--- config.mk ---
export PLATFORM = sky130hd
export DESIGN_NAME = kd_tree_root_ctrl
export DESIGN_NICKNAME = d
export VERILOG_FILES = /design/src/rtl/kd_tree_root_ctrl.sv
export SDC_FILE = /design/constraint.sdc
export NUM_CORES = 1
export LEC_CHECK = 0
export CAP_MARGIN = 40
export CORE_MARGIN = 4
export CORE_UTILIZATION = 55
export CTS_CLUSTER_DIAMETER = 120
export DETAILED_ROUTE_END_ITERATION = 16
export PLACE_DENSITY = 0.79
export SYNTH_ARGS = -nofsm -noshare
export SYNTH_HDL_FRONTEND = slang
export SYNTH_SLANG_ARGS = --single-unit
--- constraint.sdc ---
create_clock -name clk -period 4.4 [get_ports clk]
set_clock_uncertainty 0.2 [all_clocks]
set_input_delay 0.44 -clock clk [delete_from_list [all_inputs] [get_ports clk]]
set_output_delay 0.44 -clock clk [all_outputs]
set_load 0.02 [all_outputs]
--- src/rtl/kd_tree_root_ctrl.sv ---
// kd_tree_root_ctrl
// Sequencer on the top port of the root kd-tree node. It buffers NUM_CENTERS
// centers from an upstream stream, then walks the root node through
// rst -> center_fill -> configure_sort_axis -> start_sorting. Each phase waits
// for its completion reply, and the block reports done/err to the host.
// Optional feature: define KD_CTRL_TIMEOUT_EN to add a per-phase watchdog of
// TIMEOUT cycles. When it expires, the sequencer moves to ERROR and raises err.
// Without the macro every phase waits indefinitely and err stays 0.

module kd_tree_root_ctrl #(
  parameter int NUM_CENTERS   = 8,
  parameter int SETTLE_CYCLES = 4
`ifdef KD_CTRL_TIMEOUT_EN
  ,
  parameter int TIMEOUT       = 1024
`endif
) (
  input  logic        clk,
  input  logic        rst,
  input  logic        start,
  input  logic        center_valid,
  output logic        center_ready,
  input  logic [23:0] center_data,
  input  logic [1:0]  axis_in,
  output logic [4:0]  command_to_root,
  output logic [23:0] data_to_root,
  input  logic [4:0]  command_from_root,
  input  logic [23:0] data_from_root,
  output logic        busy,
  output logic        done,
  output logic        err,
  output logic [2:0]  state_out,
  output logic [23:0] root_center
);

  localparam int IW = (NUM_CENTERS > 1) ? $clog2(NUM_CENTERS) : 1;
  localparam int SW = $clog2(SETTLE_CYCLES + 1);
  localparam logic [IW-1:0] LAST_IDX    = IW'(NUM_CENTERS - 1);
  localparam logic [SW-1:0] SETTLE_LAST = SW'(SETTLE_CYCLES - 1);

  // Command codes shared with the kd-tree node command port
  localparam logic [4:0] CMD_NOP        = 5'h00;
  localparam logic [4:0] CMD_RST        = 5'h1F;
  localparam logic [4:0] CMD_RST_DONE   = 5'h1E;
  localparam logic [4:0] CMD_FILL       = 5'h01;
  localparam logic [4:0] CMD_FILL_DONE  = 5'h05;
  localparam logic [4:0] CMD_AXIS       = 5'h02;
  localparam logic [4:0] CMD_AXIS_DONE  = 5'h07;
  localparam logic [4:0] CMD_SORT       = 5'h09;
  localparam logic [4:0] CMD_READY      = 5'h0A;

  typedef enum logic [2:0] {
    ST_IDLE     = 3'd0,
    ST_TREE_RST = 3'd1,
    ST_LOAD     = 3'd2,
    ST_FILL     = 3'd3,
    ST_AXIS     = 3'd4,
    ST_SORT     = 3'd5,
    ST_DONE     = 3'd6,
    ST_ERROR    = 3'd7
  } state_t;

  state_t          state_r;
  state_t          state_nxt_s;
  logic [1:0]      axis_r;
  logic [IW-1:0]   wr_idx_r;
  logic [IW-1:0]   rd_idx_r;
  logic [SW-1:0]   settle_cnt_r;
  logic [23:0]     center_buf_r [NUM_CENTERS];
  logic            beat_s;
  logic            start_ok_s;
  logic            settle_hit_s;
  logic            phase_tmo_s;

  // The host-visible states (IDLE/DONE/ERROR) are the only ones that accept start
  function automatic logic is_busy(input state_t s);
    case (s)
      ST_IDLE, ST_DONE, ST_ERROR: is_busy = 1'b0;
      default:                    is_busy = 1'b1;
    endcase
  endfunction

  assign state_out    = state_r;
  assign beat_s       = center_valid && center_ready && (state_r == ST_LOAD);
  assign start_ok_s   = start && !is_busy(state_r);
  assign settle_hit_s = (state_r == ST_SORT) && (command_from_root == CMD_READY) &&
                        (settle_cnt_r == SETTLE_LAST);

`ifdef KD_CTRL_TIMEOUT_EN
  logic [15:0] phase_cnt_r;
  logic        timed_s;

  // LOAD is paced by the upstream stream, so it is left out of the watchdog
  assign timed_s     = (state_r == ST_TREE_RST) || (state_r == ST_FILL) ||
                       (state_r == ST_AXIS) || (state_r == ST_SORT);
  assign phase_tmo_s = timed_s && (phase_cnt_r == 16'(TIMEOUT - 1));

  // Phase watchdog: restarts on every state change, counts only in timed phases
  always_ff @(posedge clk) begin
    if (rst) begin
      phase_cnt_r <= 16'd0;
    end else if (state_nxt_s != state_r) begin
      phase_cnt_r <= 16'd0;
    end else if (timed_s) begin
      phase_cnt_r <= phase_cnt_r + 16'd1;
    end else begin
      phase_cnt_r <= 16'd0;
    end
  end
`else
  assign phase_tmo_s = 1'b0;
`endif

  // Next-state decode: a reply is only acted on when it is the current phase's completion code
  always_comb begin
    state_nxt_s = state_r;
    case (state_r)
      ST_IDLE, ST_DONE, ST_ERROR: begin
        if (start_ok_s) state_nxt_s = ST_TREE_RST;
        else            state_nxt_s = state_r;
      end
      ST_TREE_RST: begin
        if (command_from_root == CMD_RST_DONE) state_nxt_s = ST_LOAD;
        else if (phase_tmo_s)                  state_nxt_s = ST_ERROR;
        else                                   state_nxt_s = state_r;
      end
      ST_LOAD: begin
        if (beat_s && (wr_idx_r == LAST_IDX)) state_nxt_s = ST_FILL;
        else                                  state_nxt_s = state_r;
      end
      ST_FILL: begin
        if (command_from_root == CMD_FILL_DONE) state_nxt_s = ST_AXIS;
        else if (phase_tmo_s)                   state_nxt_s = ST_ERROR;
        else                                    state_nxt_s = state_r;
      end
      ST_AXIS: begin
        if (command_from_root == CMD_AXIS_DONE) state_nxt_s = ST_SORT;
        else if (phase_tmo_s)                   state_nxt_s = ST_ERROR;
        else                                    state_nxt_s = state_r;
      end
      ST_SORT: begin
        if (settle_hit_s)     state_nxt_s = ST_DONE;
        else if (phase_tmo_s) state_nxt_s = ST_ERROR;
        else                  state_nxt_s = state_r;
      end
      default: state_nxt_s = ST_IDLE;
    endcase
  end

  // Center buffer: written only by accepted LOAD beats, so its contents need no reset
  always_ff @(posedge clk) begin
    if (beat_s) begin
      center_buf_r[wr_idx_r] <= center_data;
    end
  end

  // Sequencer state, indices and registered host/root outputs
  always_ff @(posedge clk) begin
    if (rst) begin
      state_r         <= ST_IDLE;
      command_to_root <= CMD_NOP;
      data_to_root    <= 24'd0;
      center_ready    <= 1'b0;
      busy            <= 1'b0;
      done            <= 1'b0;
      err             <= 1'b0;
      root_center     <= 24'd0;
      axis_r          <= 2'd0;
      wr_idx_r        <= {IW{1'b0}};
      rd_idx_r        <= {IW{1'b0}};
      settle_cnt_r    <= {SW{1'b0}};
    end else begin
      state_r <= state_nxt_s;

      // Status flags track the state being entered so handshakes line up with it
      center_ready <= (state_nxt_s == ST_LOAD);
      busy         <= is_busy(state_nxt_s);
      done         <= (state_nxt_s == ST_DONE) && (state_r != ST_DONE);
`ifdef KD_CTRL_TIMEOUT_EN
      err          <= (state_nxt_s == ST_ERROR);
`else
      err          <= 1'b0;
`endif

      if (start_ok_s) axis_r <= axis_in;

      if (beat_s) begin
        if (wr_idx_r == LAST_IDX) wr_idx_r <= {IW{1'b0}};
        else                      wr_idx_r <= wr_idx_r + IW'(1'b1);
      end else if (start_ok_s) begin
        wr_idx_r <= {IW{1'b0}};
      end

      // rd_idx saturates on the last center so the root keeps seeing it until fill completes
      if (state_r == ST_FILL) begin
        if (rd_idx_r != LAST_IDX) rd_idx_r <= rd_idx_r + IW'(1'b1);
      end else begin
        rd_idx_r <= {IW{1'b0}};
      end

      // Any reply other than ready_to_sort (busy included) breaks the settle streak
      if ((state_r == ST_SORT) && (command_from_root == CMD_READY) && !settle_hit_s) begin
        settle_cnt_r <= settle_cnt_r + SW'(1'b1);
      end else begin
        settle_cnt_r <= {SW{1'b0}};
      end

      if (settle_hit_s) root_center <= data_from_root;

      // Command and data follow the state one cycle later and always change together
      case (state_r)
        ST_TREE_RST: begin
          command_to_root <= CMD_RST;
          data_to_root    <= 24'd0;
        end
        ST_FILL: begin
          command_to_root <= CMD_FILL;
          data_to_root    <= center_buf_r[rd_idx_r];
        end
        ST_AXIS: begin
          command_to_root <= CMD_AXIS;
          data_to_root    <= {22'd0, axis_r};
        end
        ST_SORT: begin
          command_to_root <= CMD_SORT;
          data_to_root    <= {22'd0, axis_r};
        end
        default: begin
          command_to_root <= CMD_NOP;
          data_to_root    <= 24'd0;
        end
      endcase
    end
  end

endmodule

# Word-level counts from Yosys, hierarchy flattened
# Memories as Yosys holds them, arrays and structs flattened. A register that Yosys moved wholly into a read port is not among the register bits.
# Cells that the tools add are included.
# word_totals
ff_bits	70
ram_bits	192
in_bits	59
output_inout_bits	60
wordCells	69
mem_count	1
# mem_list
memory	depth	width	read_ports	rd_clocked_by_memory_dff	write_ports	line_no	source
center_buf_r	8	24	1	1	1	69	logic [23:0] center_buf_r [NUM_CENTERS];
# op_classes
addsub	3
eq_ne	18
n_mux	17
n_bitwise	2
reduce_logical	17
# op_table
op	n
case mux 24 bit (2 select lines)	1
two-way mux 3 bit	11
equality test 3 bit, second input constant	7
case mux 5 bit (4 select lines)	1
case mux 3 bit (6 select lines)	1
equality test 3 x 2 -> 1 bit, second input constant	4
equality test 5 x 3 -> 1 bit, second input constant	2
adder 3 x 1 -> 3 bit, second input constant	3
logical AND 1 bit	8
logical NOT 3 bit	2
inequality test 3 bit, second input constant	2
OR reduction 2 bit	3
OR reduction 3 bit	2
equality test 5 x 4 -> 1 bit, second input constant	1
equality test 5 bit, second input constant	1
equality test 3 x 1 -> 1 bit, second input constant	1
two-way mux 1 bit	3
NOT 1 bit	2
nonzero test 2 bit	1
logical NOT 1 bit	1

# Depth between registers and ports, before layout
# Gate-level depths: netlist of run 1.
# logic_depth
depth_word	8
depth_mapped	8
mapped_depth_nobuf	7

# Worst setup path before layout of run 1
# No wires, ideal clock.
# synth_path
kind	reg2reg
start	register state_r[1], in the netlist state_out[1]
end	memory center_buf_r[0][0], enable pin
t_arrival_ns	3.536
path_slack_ns	0.199
path_stages_with_launch	5
n_path_buf	1
synth_period_minus_slack_ns	4.201
cell_sequence	dfxtp_1 > buf_2 > nand3_1 > or3_1 > nor4_1
# synth_between
elab_chain_cells	4
# synth_lines
element	line_no	source
start: declaration	63	state_t state_r;
start signal: assignment	173	state_r <= state_nxt_s;
equality test 3 x 2 -> 1 bit	84	assign beat_s = center_valid && center_ready && (state_r == ST_LOAD);
logical AND 1 bit	84	
two-way mux 1 bit	152	if (beat_s) begin
two-way mux 1 bit (implied by the code)	153	center_buf_r[wr_idx_r] <= center_data;
end: declaration	69	
# No other way between the ends.

# Worst setup path after layout of run 1
# layout_path
start	register state_r[1], in the netlist state_out[1]
end	memory center_buf_r[6][23], enable pin
# The elaborated chain is that of the path after synthesis.

==> results of run 1 <==
==> synth_stat cells (2+ instances only) <==
cell	count
a21oi_1	30
buf_2	7
clkbuf_1	18
nor2b_1	6
dfxtp_1	72
mux4_2	48
nor2_1	48
buf_1	4
ha_1	9
nor4bb_1	3
and2_1	3
o211ai_1	2
nand2_1	54
edfxtp_1	192
nand2b_1	3
a311oi_1	2
inv_1	8
buf_4	2
mux2i_1	28
or3_1	3
nor3_1	12
nor4_1	4
==> where the power goes <==
part	internal [mW]	switching (mW)	total, mW
Combinational	0.0832	0.0823	0.165
Sequential	2.67	0.00989	2.68
Clock	1.36	0.898	2.26
==> how the worst min path moves through the flow <==
stage               startpoint         endpoint  slack (ns)  cells after the start
4_1_cts        settle_cnt_r[0]  settle_cnt_r[0]        0.23                      1
3_5_place_dp   settle_cnt_r[0]  settle_cnt_r[0]        0.22                      1
2_1_floorplan  settle_cnt_r[0]  settle_cnt_r[0]        0.20                      1
6_report       settle_cnt_r[0]  settle_cnt_r[0]        0.23                      1
3_3_place_gp   settle_cnt_r[0]  settle_cnt_r[0]        0.21                      1
5_1_grt        settle_cnt_r[0]  settle_cnt_r[0]        0.24                      1
==> cell type report <==
type                    count  area, sq um
flip-flops and latches    264         7210
repair buffers            134         1320
clock inverters            17          195
fillers                  1099         5190
multi-input cells         280         2490
inverters                   8         30.0
clock buffers              31          691
well taps                 225          282
==> kinds of logic (layout without fill, tap and decap cells) <==
kind of cell | after synthesis | after routing | synth area share, %
simple gates | 145 | 145 | 6.76
compound gates | 47 | 47 | 2.99
fa+ha+maj | 9 | 9 | 1.15
xor+xnor | 2 | 2 | 0.178
mux | 76 | 76 | 13.9
other cells | 1 | 1 | 0.0382
flops | 264 | 264 | 73.4
buf+inv | 39 | 190 | 1.66
==> placed cells by master (no fill, tap or decap), types with 2 or more instances in the layout <==
| cell type | count |
|---|---|
| a21oi_1 | 30 |
| a311oi_1 | 2 |
| and2_1 | 3 |
| buf_4 | 15 |
| bufinv_16 | 4 |
| clkbuf_1 | 4 |
| clkbuf_16 | 27 |
| clkdlybuf4s50_1 | 117 |
| clkinv_1 | 3 |
| clkinv_2 | 6 |
| clkinvlp_4 | 3 |
| dfxtp_1 | 69 |
| dfxtp_2 | 2 |
| edfxtp_1 | 192 |
| ha_1 | 9 |
| inv_1 | 8 |
| mux2i_1 | 28 |
| mux4_2 | 48 |
| nand2_1 | 54 |
| nand2b_1 | 3 |
| nor2_1 | 45 |
| nor2_2 | 3 |
| nor2b_1 | 6 |
| nor3_1 | 7 |
| nor3_2 | 5 |
| nor4_1 | 3 |
| nor4bb_1 | 3 |
| o211ai_1 | 2 |
| or3_1 | 3 |
==> metrics by stage <==
| step | worst slack (ns) | area (sq um) | hold WS (ns) |
|---|---|---|---|
| 2_1_floorplan | 0.199 | 9820 | 0.197 |
| 3_3_place_gp | 1.34 | 11300 | 0.206 |
| 3_5_place_dp | 1.23 | 11300 | 0.224 |
| 4_1_cts | 1.40 | 12200 | 0.233 |
| 5_1_grt | 1.18 | 12200 | 0.241 |
| 6_report | 1.41 | 12200 | 0.225 |
==> registers in the layout (all words and copies together) (netlist names), named ones only <==
| name | flops |
|---|---|
| axis_r | 2 |
| busy | 1 |
| center_buf_r | 192 |
| center_ready | 1 |
| command_to_root | 4 |
| data_to_root | 24 |
| done | 1 |
| rd_idx_r | 3 |
| root_center | 24 |
| settle_cnt_r | 3 |
| state_out | 3 |
| wr_idx_r | 3 |
==> layer usage <==
metal | vias up | share of wire, %
met3 | 43 | 5.4
met1 | 2702 | 38
met2 | 148 | 54
met5 | - | 0
met4 | 0 | 2.7
li1 | 2494 | -
==> impl_metrics.py, run 1 <==
metrics = {
    "status": {
        "status": "finished clean",
    },
    "yosys": {
        "ys.warnings.count": 0,
        "syn_avg_cell_area_sq_um": 16.8,
        "synth_flop_cell": "edfxtp_1",
        "yosysTopAreaCellShare_pct": 58.7,
        "synth.ff_latch_count": 264,
        "syn_area_sq_mm": 0.00982,
        "ys_types": 47,
        "netlist.top_cell.by_area": "edfxtp_1",
        "synth.area.top_cells": "edfxtp_1 (59%), dfxtp_1 (15%), mux4_2 (11%), mux2i_1 (2.9%), nand2_1 (2.1%)",
        "syn_inst": 583,
        "async_flop_share_pct": 0,
        "synth_seq_area_share_pct": 73.4,
        "synth_edf_count": 192,
        "synth.net_count": 651,
    },
    "setup_path": {
        "cp-start-kind": "register",
        "rr_startpoint": "state_out[1]",
        "cp_slowest_stage_delay_ns": 0.61,
        "crit_cells": 5,
        "r2r_cells": 5,
        "cp.required_ns": 4.40,
        "path_class": "register to register",
        "reg2reg_to": "center_buf_r[6][23]",
        "crit_buf_inv": 1,
        "arrival_ns": 2.99,
        "end_kind": "register",
        "cp_slowest_cell": "dfxtp_1",
        "path_max_fanout": 15,
        "reg2reg_slack_ns": 1.41,
        "crit_path_cell_trace": "nand3_1 -> nor3_1 -> nand2_1 -> nor2_2 -> buf_4",
        "crit_family": "simple AND/OR/NAND/NOR gates",
        "startpoint": "state_out[1]",
        "critPathCapture": "center_buf_r[6][23]",
    },
    "placement": {
        "port_buffers": 117,
        "dp_cells": 911,
        "dp_hpwl_mm": 12.5,
        "globalplace.congestion": 0.826,
    },
    "power": {
        "powerDensity_mw_per_mm2": 418,
        "finalPower_mw": 5.11,
        "leakagePower_nw": 3.91,
        "irDropWorstVdd_v": 0.000357,
    },
    "floorplanning": {
        "start_util_pct": 56.4,
        "die-width_um": 142,
        "placementRows": 48,
        "die_height_um": 142,
        "core_area_sq_mm": 0.0174,
        "io_pins": 119,
        "die_area_sq_mm": 0.0201,
    },
    "finish": {
        "fin_nets": 782,
        "post-route-util_pct": 70.2,
        "stdcell_count": 959,
        "drive_gt1_share_pct": 17.0,
        "antenna_cells": 0,
        "syn2layout_area_growth_pct": 24.5,
    },
    "grt": {
        "grt_pass1_vias": 5734,
        "antenna_found_initial": 0,
        "grt_max_degree": 43,
        "grt_overflow": 0,
        "met2_usage_pct": 34.7,
        "met3_usage_pct": 3.00,
        "track_usage_pct": 19.6,
        "top_usage_layer": "met2",
        "gr-usage-met1_pct": 25.3,
        "grt_first_pass_wirelength_mm": 30.7,
    },
    "routing": {
        "vias": 5387,
        "dr.pass1.iters": 4,
        "drcViolationCount": 0,
        "totalWireLength_mm": 19.4,
        "wl_per_cell_um": 20.2,
        "antenna_left": 0,
        "drtIter0Drc": 344,
        "via_per_inst": 5.62,
    },
    "clocking": {
        "clockBufferDepth": 3,
        "hold_buffers": 0,
        "cts_resized": 0,
        "clk_latency_ns": 0.52,
        "cts_tree": "done",
        "postCtsSetupRepairBufs": 0,
        "clk_pin_slew_ns": 0.06,
        "cts_made_buffers": 26,
        "htree_levels": 1,
        "clkSinkCount": 264,
        "root_buffer": "clkbuf_16",
    },
    "sta": {
        "period_minus_slack_ns": 2.99,
        "drv_slew": 0,
        "tightestPinTransition_ns": 0.871,
        "relSlewSlack_pct": 42.0,
        "setup_viol": 0,
        "fmax_mhz": 335,
        "rsz0062_at_grt": "false",
        "finalCritPeriodShare_pct": 67.9,
        "hold_viol": 0,
        "fin_tns_setup_ns": 0,
    },
    "job": {
        "drv_cap": 0,
    },
    "min_path": {
        "hold_path_class": "register to register",
    },
}
(Power assumes the default switching activity.)
==> inputs of run 2 (changes only) <==
Clock period 4.4 ns to 2.8 ns, I/O delays scaled along.
==> run 2 against run 1 <==
Clock power grew 59%. Sequential cell count did not move. Sequential power up 57%. Power increased by 58%. Combinational power up 56%. Global-route usage is 1.1 points higher. Highest routed layer unchanged. Routed wire length rose by 6.0%. Largest power group unchanged. Die area stayed put.
==> impl_metrics.py, run 2 (synthesis gave the netlist of run 1 again) <==
metrics = {
    "status": {
        "status": "finished clean",
    },
    "floorplanning": {
        "io_pins": 119,
        "die_height_um": 142,
        "core_area_sq_mm": 0.0174,
        "die-width_um": 142,
        "start_util_pct": 56.4,
        "die_area_sq_mm": 0.0201,
        "placementRows": 48,
    },
    "clocking": {
        "root_buffer": "clkbuf_16",
        "clk_pin_slew_ns": 0.06,
        "cts_tree": "done",
        "postCtsSetupRepairBufs": 0,
        "clockBufferDepth": 3,
        "hold_buffers": 0,
        "cts_made_buffers": 27,
        "htree_levels": 1,
        "cts_resized": 0,
        "clk_latency_ns": 0.53,
        "clkSinkCount": 264,
    },
    "finish": {
        "largest_reg_flops": 192,
        "antenna_cells": 0,
        "largestRegisters": "center_buf_r: 192 flops, data_to_root: 24 flops, root_center: 24 flops",
        "regArea_sq_mm": 0.00721,
        "regMostFlops": "center_buf_r",
        "final_common_cell": "edfxtp_1",
        "final_cell_mix": "edfxtp_1 (192), clkdlybuf4s50_1 (117), dfxtp_1 (69)",
        "drive_gt1_share_pct": 17.9,
        "stdcell_count": 966,
        "multi_input_area_sq_mm": 0.00253,
        "post-route-util_pct": 71.0,
        "num-fill-cells": 1083,
        "postLayoutCellArea_sq_mm": 0.0124,
        "fin_nets": 788,
        "syn2layout_area_growth_pct": 25.9,
    },
    "setup_path": {
        "cp_slowest_cell": "or4_4",
        "reg2reg_to": "done",
        "cp-start-kind": "register",
        "r2r_cells": 6,
        "path_class": "register to register",
        "crit_path_cell_trace": "inv_1 -> ha_1 -> or4_4 -> o211ai_1 -> o21ai_2 -> nor4bb_1",
        "end_kind": "register",
        "rr_startpoint": "state_out[1]",
        "cp.required_ns": 3.02,
        "reg2reg_slack_ns": 0.23,
        "path_max_fanout": 12,
        "cp_slowest_stage_delay_ns": 0.58,
        "startpoint": "state_out[1]",
        "arrival_ns": 2.79,
    },
    "power": {
        "leakagePower_nw": 3.96,
        "irDropWorstVdd_v": 0.000514,
        "powerDensity_mw_per_mm2": 653,
        "finalPower_mw": 8.08,
    },
    "sta": {
        "relSlewSlack_pct": 47.7,
        "setup_viol": 0,
        "tightestPinTransition_ns": 0.785,
        "fin_hold_ws_ns": 0.118,
        "fmax_mhz": 389,
        "hold_viol": 0,
        "drv_slew": 0,
        "period_minus_slack_ns": 2.57,
        "rsz0062_at_grt": "false",
        "finalCritPeriodShare_pct": 91.8,
    },
    "routing": {
        "via_per_inst": 5.67,
        "drtIter0Drc": 398,
        "wl_per_cell_um": 21.2,
        "dr.pass1.iters": 5,
        "vias": 5474,
        "drcViolationCount": 0,
        "totalWireLength_mm": 20.5,
        "antenna_left": 0,
    },
    "grt": {
        "grt_overflow": 0,
        "grt_pass1_vias": 5780,
        "antenna_found_initial": 0,
        "grt_first_pass_wirelength_mm": 32.2,
        "grt_max_degree": 43,
        "track_usage_pct": 20.6,
    },
    "min_path": {
        "hold_path_class": "primary input to register",
        "worstHoldStart": "data_from_root[18]",
        "min_to": "root_center[18]",
        "min_delay_path_depth": 3,
    },
    "placement": {
        "dp_hpwl_mm": 12.7,
        "port_buffers": 117,
        "placed_cell_area_sq_mm": 0.0115,
        "dp_cells": 916,
        "globalplace.congestion": 0.849,
    },
    "job": {
        "drv_cap": 0,
    },
}
[run 2: worst max path at each step]
stage and endpoint:
3_5_place_dp center_ready, 2_1_floorplan center_buf_r[7][0], 3_3_place_gp center_buf_r[0][13], 5_1_grt done, 6_report done, 4_1_cts center_ready
[run 2: stage by stage]
step / setup slack [ns] / setup TNS, ns
finish: 0.228 / 0
global placement: 0.398 / 0
detailed placement: 0.282 / 0
global route: 0.0956 / 0
CTS: 0.281 / 0
floorplan: -0.141 / -18.39
[run 2: worst max-delay path: cells and delay by family, from the launching register on]
family	cells	cell delay, ns
AO/OA/AOI/OAI	2	0.31
buffers and inverters	1	0.14
AND/OR/NAND/NOR	2	0.87
adder cells (fa/ha/maj)	1	0.40
flip-flops	1	0.56
[run 2: cell type report]
type	count	area share (%)
multi-input cells	280	20.4
inverters	8	0.243
flip-flops and latches	264	58.3
well taps	225	2.28
clock inverters	12	1.11
repair buffers	139	11.4
clock buffers	38	6.23
[run 2: power breakdown]
group / internal (mW) / switching, mW
sequential: 4.20 / 0.0162
clock: 2.19 / 1.41
combinational: 0.131 / 0.128
total: 6.52 / 1.56
[run 2: metal layers]
metal,share of wire [%],GRT usage (%),up-vias,wire (um)
met4,3.0,6.82,0,620
met1,39,26.1,2745,8050
met5,0,0,-,0
li1,-,-,2500,-
met2,54,36.8,176,11000
met3,4.2,2.90,53,869
==> variant, RTL diff (flow settings as in run 1) <==
Add a define of `KD_CTRL_TIMEOUT_EN`.
--- a/src/rtl/kd_tree_root_ctrl.sv
+++ b/src/rtl/kd_tree_root_ctrl.sv
@@ -6,6 +6,8 @@
 // Optional feature: define KD_CTRL_TIMEOUT_EN to add a per-phase watchdog of
 // TIMEOUT cycles. When it expires, the sequencer moves to ERROR and raises err.
 // Without the macro every phase waits indefinitely and err stays 0.
+
+`define KD_CTRL_TIMEOUT_EN
 
 module kd_tree_root_ctrl #(
   parameter int NUM_CENTERS   = 8,
Check against the original RTL: no difference found for any inputs over 4 cycles, from zero or initial values and one cycle with rst high; that may be too few to reach the edited logic, so the function may still have changed.
==> variant against run 1 <==
- cell area is 5.5% higher
- largest cell class unchanged
- utilization fell by 1.3 points
- area after synthesis rose by 6.8%
- first-iteration DRC count is 58% higher
- sequential share of layout area decreased by 0.42 points
- critical path type unchanged
- setup slack gained 65 ps
- synthesized cell count is 13% higher
- wire length increased by 12%
- worst hold slack gained 3.7 ps
- critical path depth is 1 higher
- sequential cell count is 17 higher
- critical endpoint is now done$_SDFF_PP0_
Power is not compared: it rests on default switching activity, and its combinational part moved more than twofold at a synthesized area within 25%.
==> variant: results (changes against run 1) <==
critical_path:
  reg2reg_depth: 6  # was 5
  cp_max_fo: 25  # was 15
  max_stage_delay_ps: 790  # was 610 ps
  slowest_stage: "and3_1"  # was dfxtp_1
  r2r_end: "done$_SDFF_PP0_"  # was center_buf_r[6][23]$_DFFE_PP_
  timing.rr.start: "state_out[2]$_SDFF_PP0_"  # was state_out[1]$_SDFF_PP0_
layout:
  num-nonclk-inverters: 7  # was 8
  multi_input_gates: 338  # was 280
  nonClkBufAreaFrac_pct: 10.4  # was 10.8%
  fin_nets: 855  # was 782
  fillers: 1166  # was 1099
  drive_gt1_share_pct: 14.4  # was 17.0%
  multi_input_area_share_pct: 21.7  # was 20.4%
  seq_area_um2: 7550  # was 7210 um^2
  clockNetworkAreaShare_pct: 6.82  # was 7.25%
  n_all_buffers: 132  # was 134
  seq_cells: 281  # was 264
  sh_seq_area_pct: 58.6  # was 59.0%
detailed_routing:
  initialDrtViolationCount: 545  # was 344
  wl_met1_um: 8560  # was 7410 um
  drtPass1Iterations: 5  # was 4
  dr_wl_met3_um: 1180  # was 1040 um
  routed_via_density: 5.77  # was 5.62
synth:
  syn-mean-instance-area_um2: 16.0  # was 16.8 um^2
  synth-seq-area-share_pct: 72.0  # was 73.4%
  synth_xor_area_share_pct: 1.34  # was 0.178%
  synth_compound_area_share_pct: 2.48  # was 2.99%
  synthAdderAreaFrac_pct: 0.954  # was 1.15%
  synth_common_cells: "edfxtp_1 (192), dfxtp_1 (89), nor2_1 (70)"  # was edfxtp_1 (192), dfxtp_1 (72), nand2_1 (54)
  synth_cell_types: 45  # was 47
  synth_area_leaders: "edfxtp_1 (55%), dfxtp_1 (17%), mux4_2 (10%), nor2_1 (2.5%), mux2i_1 (2.5%)"  # was edfxtp_1 (59%), dfxtp_1 (15%), mux4_2 (11%), mux2i_1 (2.9%), nand2_1 (2.1%)
  syn_nets: 724  # was 651
  synthMuxAreaShare_pct: 13.0  # was 13.9%
grt:
  use_met2_pct: 35.9  # was 34.7%
  grt_usage_pct: 20.6  # was 19.6%
  grt_first_pass_wirelength_um: 34700  # was 30700 um
  use_met1_pct: 27.0  # was 25.3%
  grt_start_max_net_pins: 41  # was 43
  grt_pass1_vias: 6212  # was 5734
  grt_util_met3_pct: 3.45  # was 3.00%
placed_design:
  placed_cell_area_um2: 12000  # was 11300 um^2
  place_inst: 991  # was 911
  pre_cts_ws_ps: 1270  # was 1230 ps
  portBuffers: 118  # was 117
clocking:
  cts_buffers: 28  # was 26
power_and_ir_drop:
  power_mw: 5.70
run_status:
  status: "finished, final reports clean"  # unchanged
timing:
  timing.hold.ws_ps: 229  # was 225 ps
[variant: changes by cell type after synthesis, sizes merged, moves of 5 or more]
cell,before,now
nand3,1,8
dfxtp,72,89
xnor2,1,8
nor2,48,74
nand4,0,8
a31oi,0,6
nor2b,6,1
xor2,1,8
nor3b,1,7
nand2,54,63
[variant: worst max path at each step]
stage,from,endpoint,slack [ps],cells after the start
finish,state_out[2]$_SDFF_PP0_,done$_SDFF_PP0_,1480,6
global route,state_out[2]$_SDFF_PP0_,phase_cnt_r[2]$_SDFF_PP0_,1130,6
CTS,state_out[2]$_SDFF_PP0_,done$_SDFF_PP0_,1510,6
detailed placement,command_from_root[0],phase_cnt_r[5]$_SDFF_PP0_,1270,7
global placement,command_from_root[4],done$_SDFF_PP0_,1350,7
floorplan,state_out[1]$_SDFF_PP0_,center_buf_r[0][0]$_DFFE_PP_,90,4
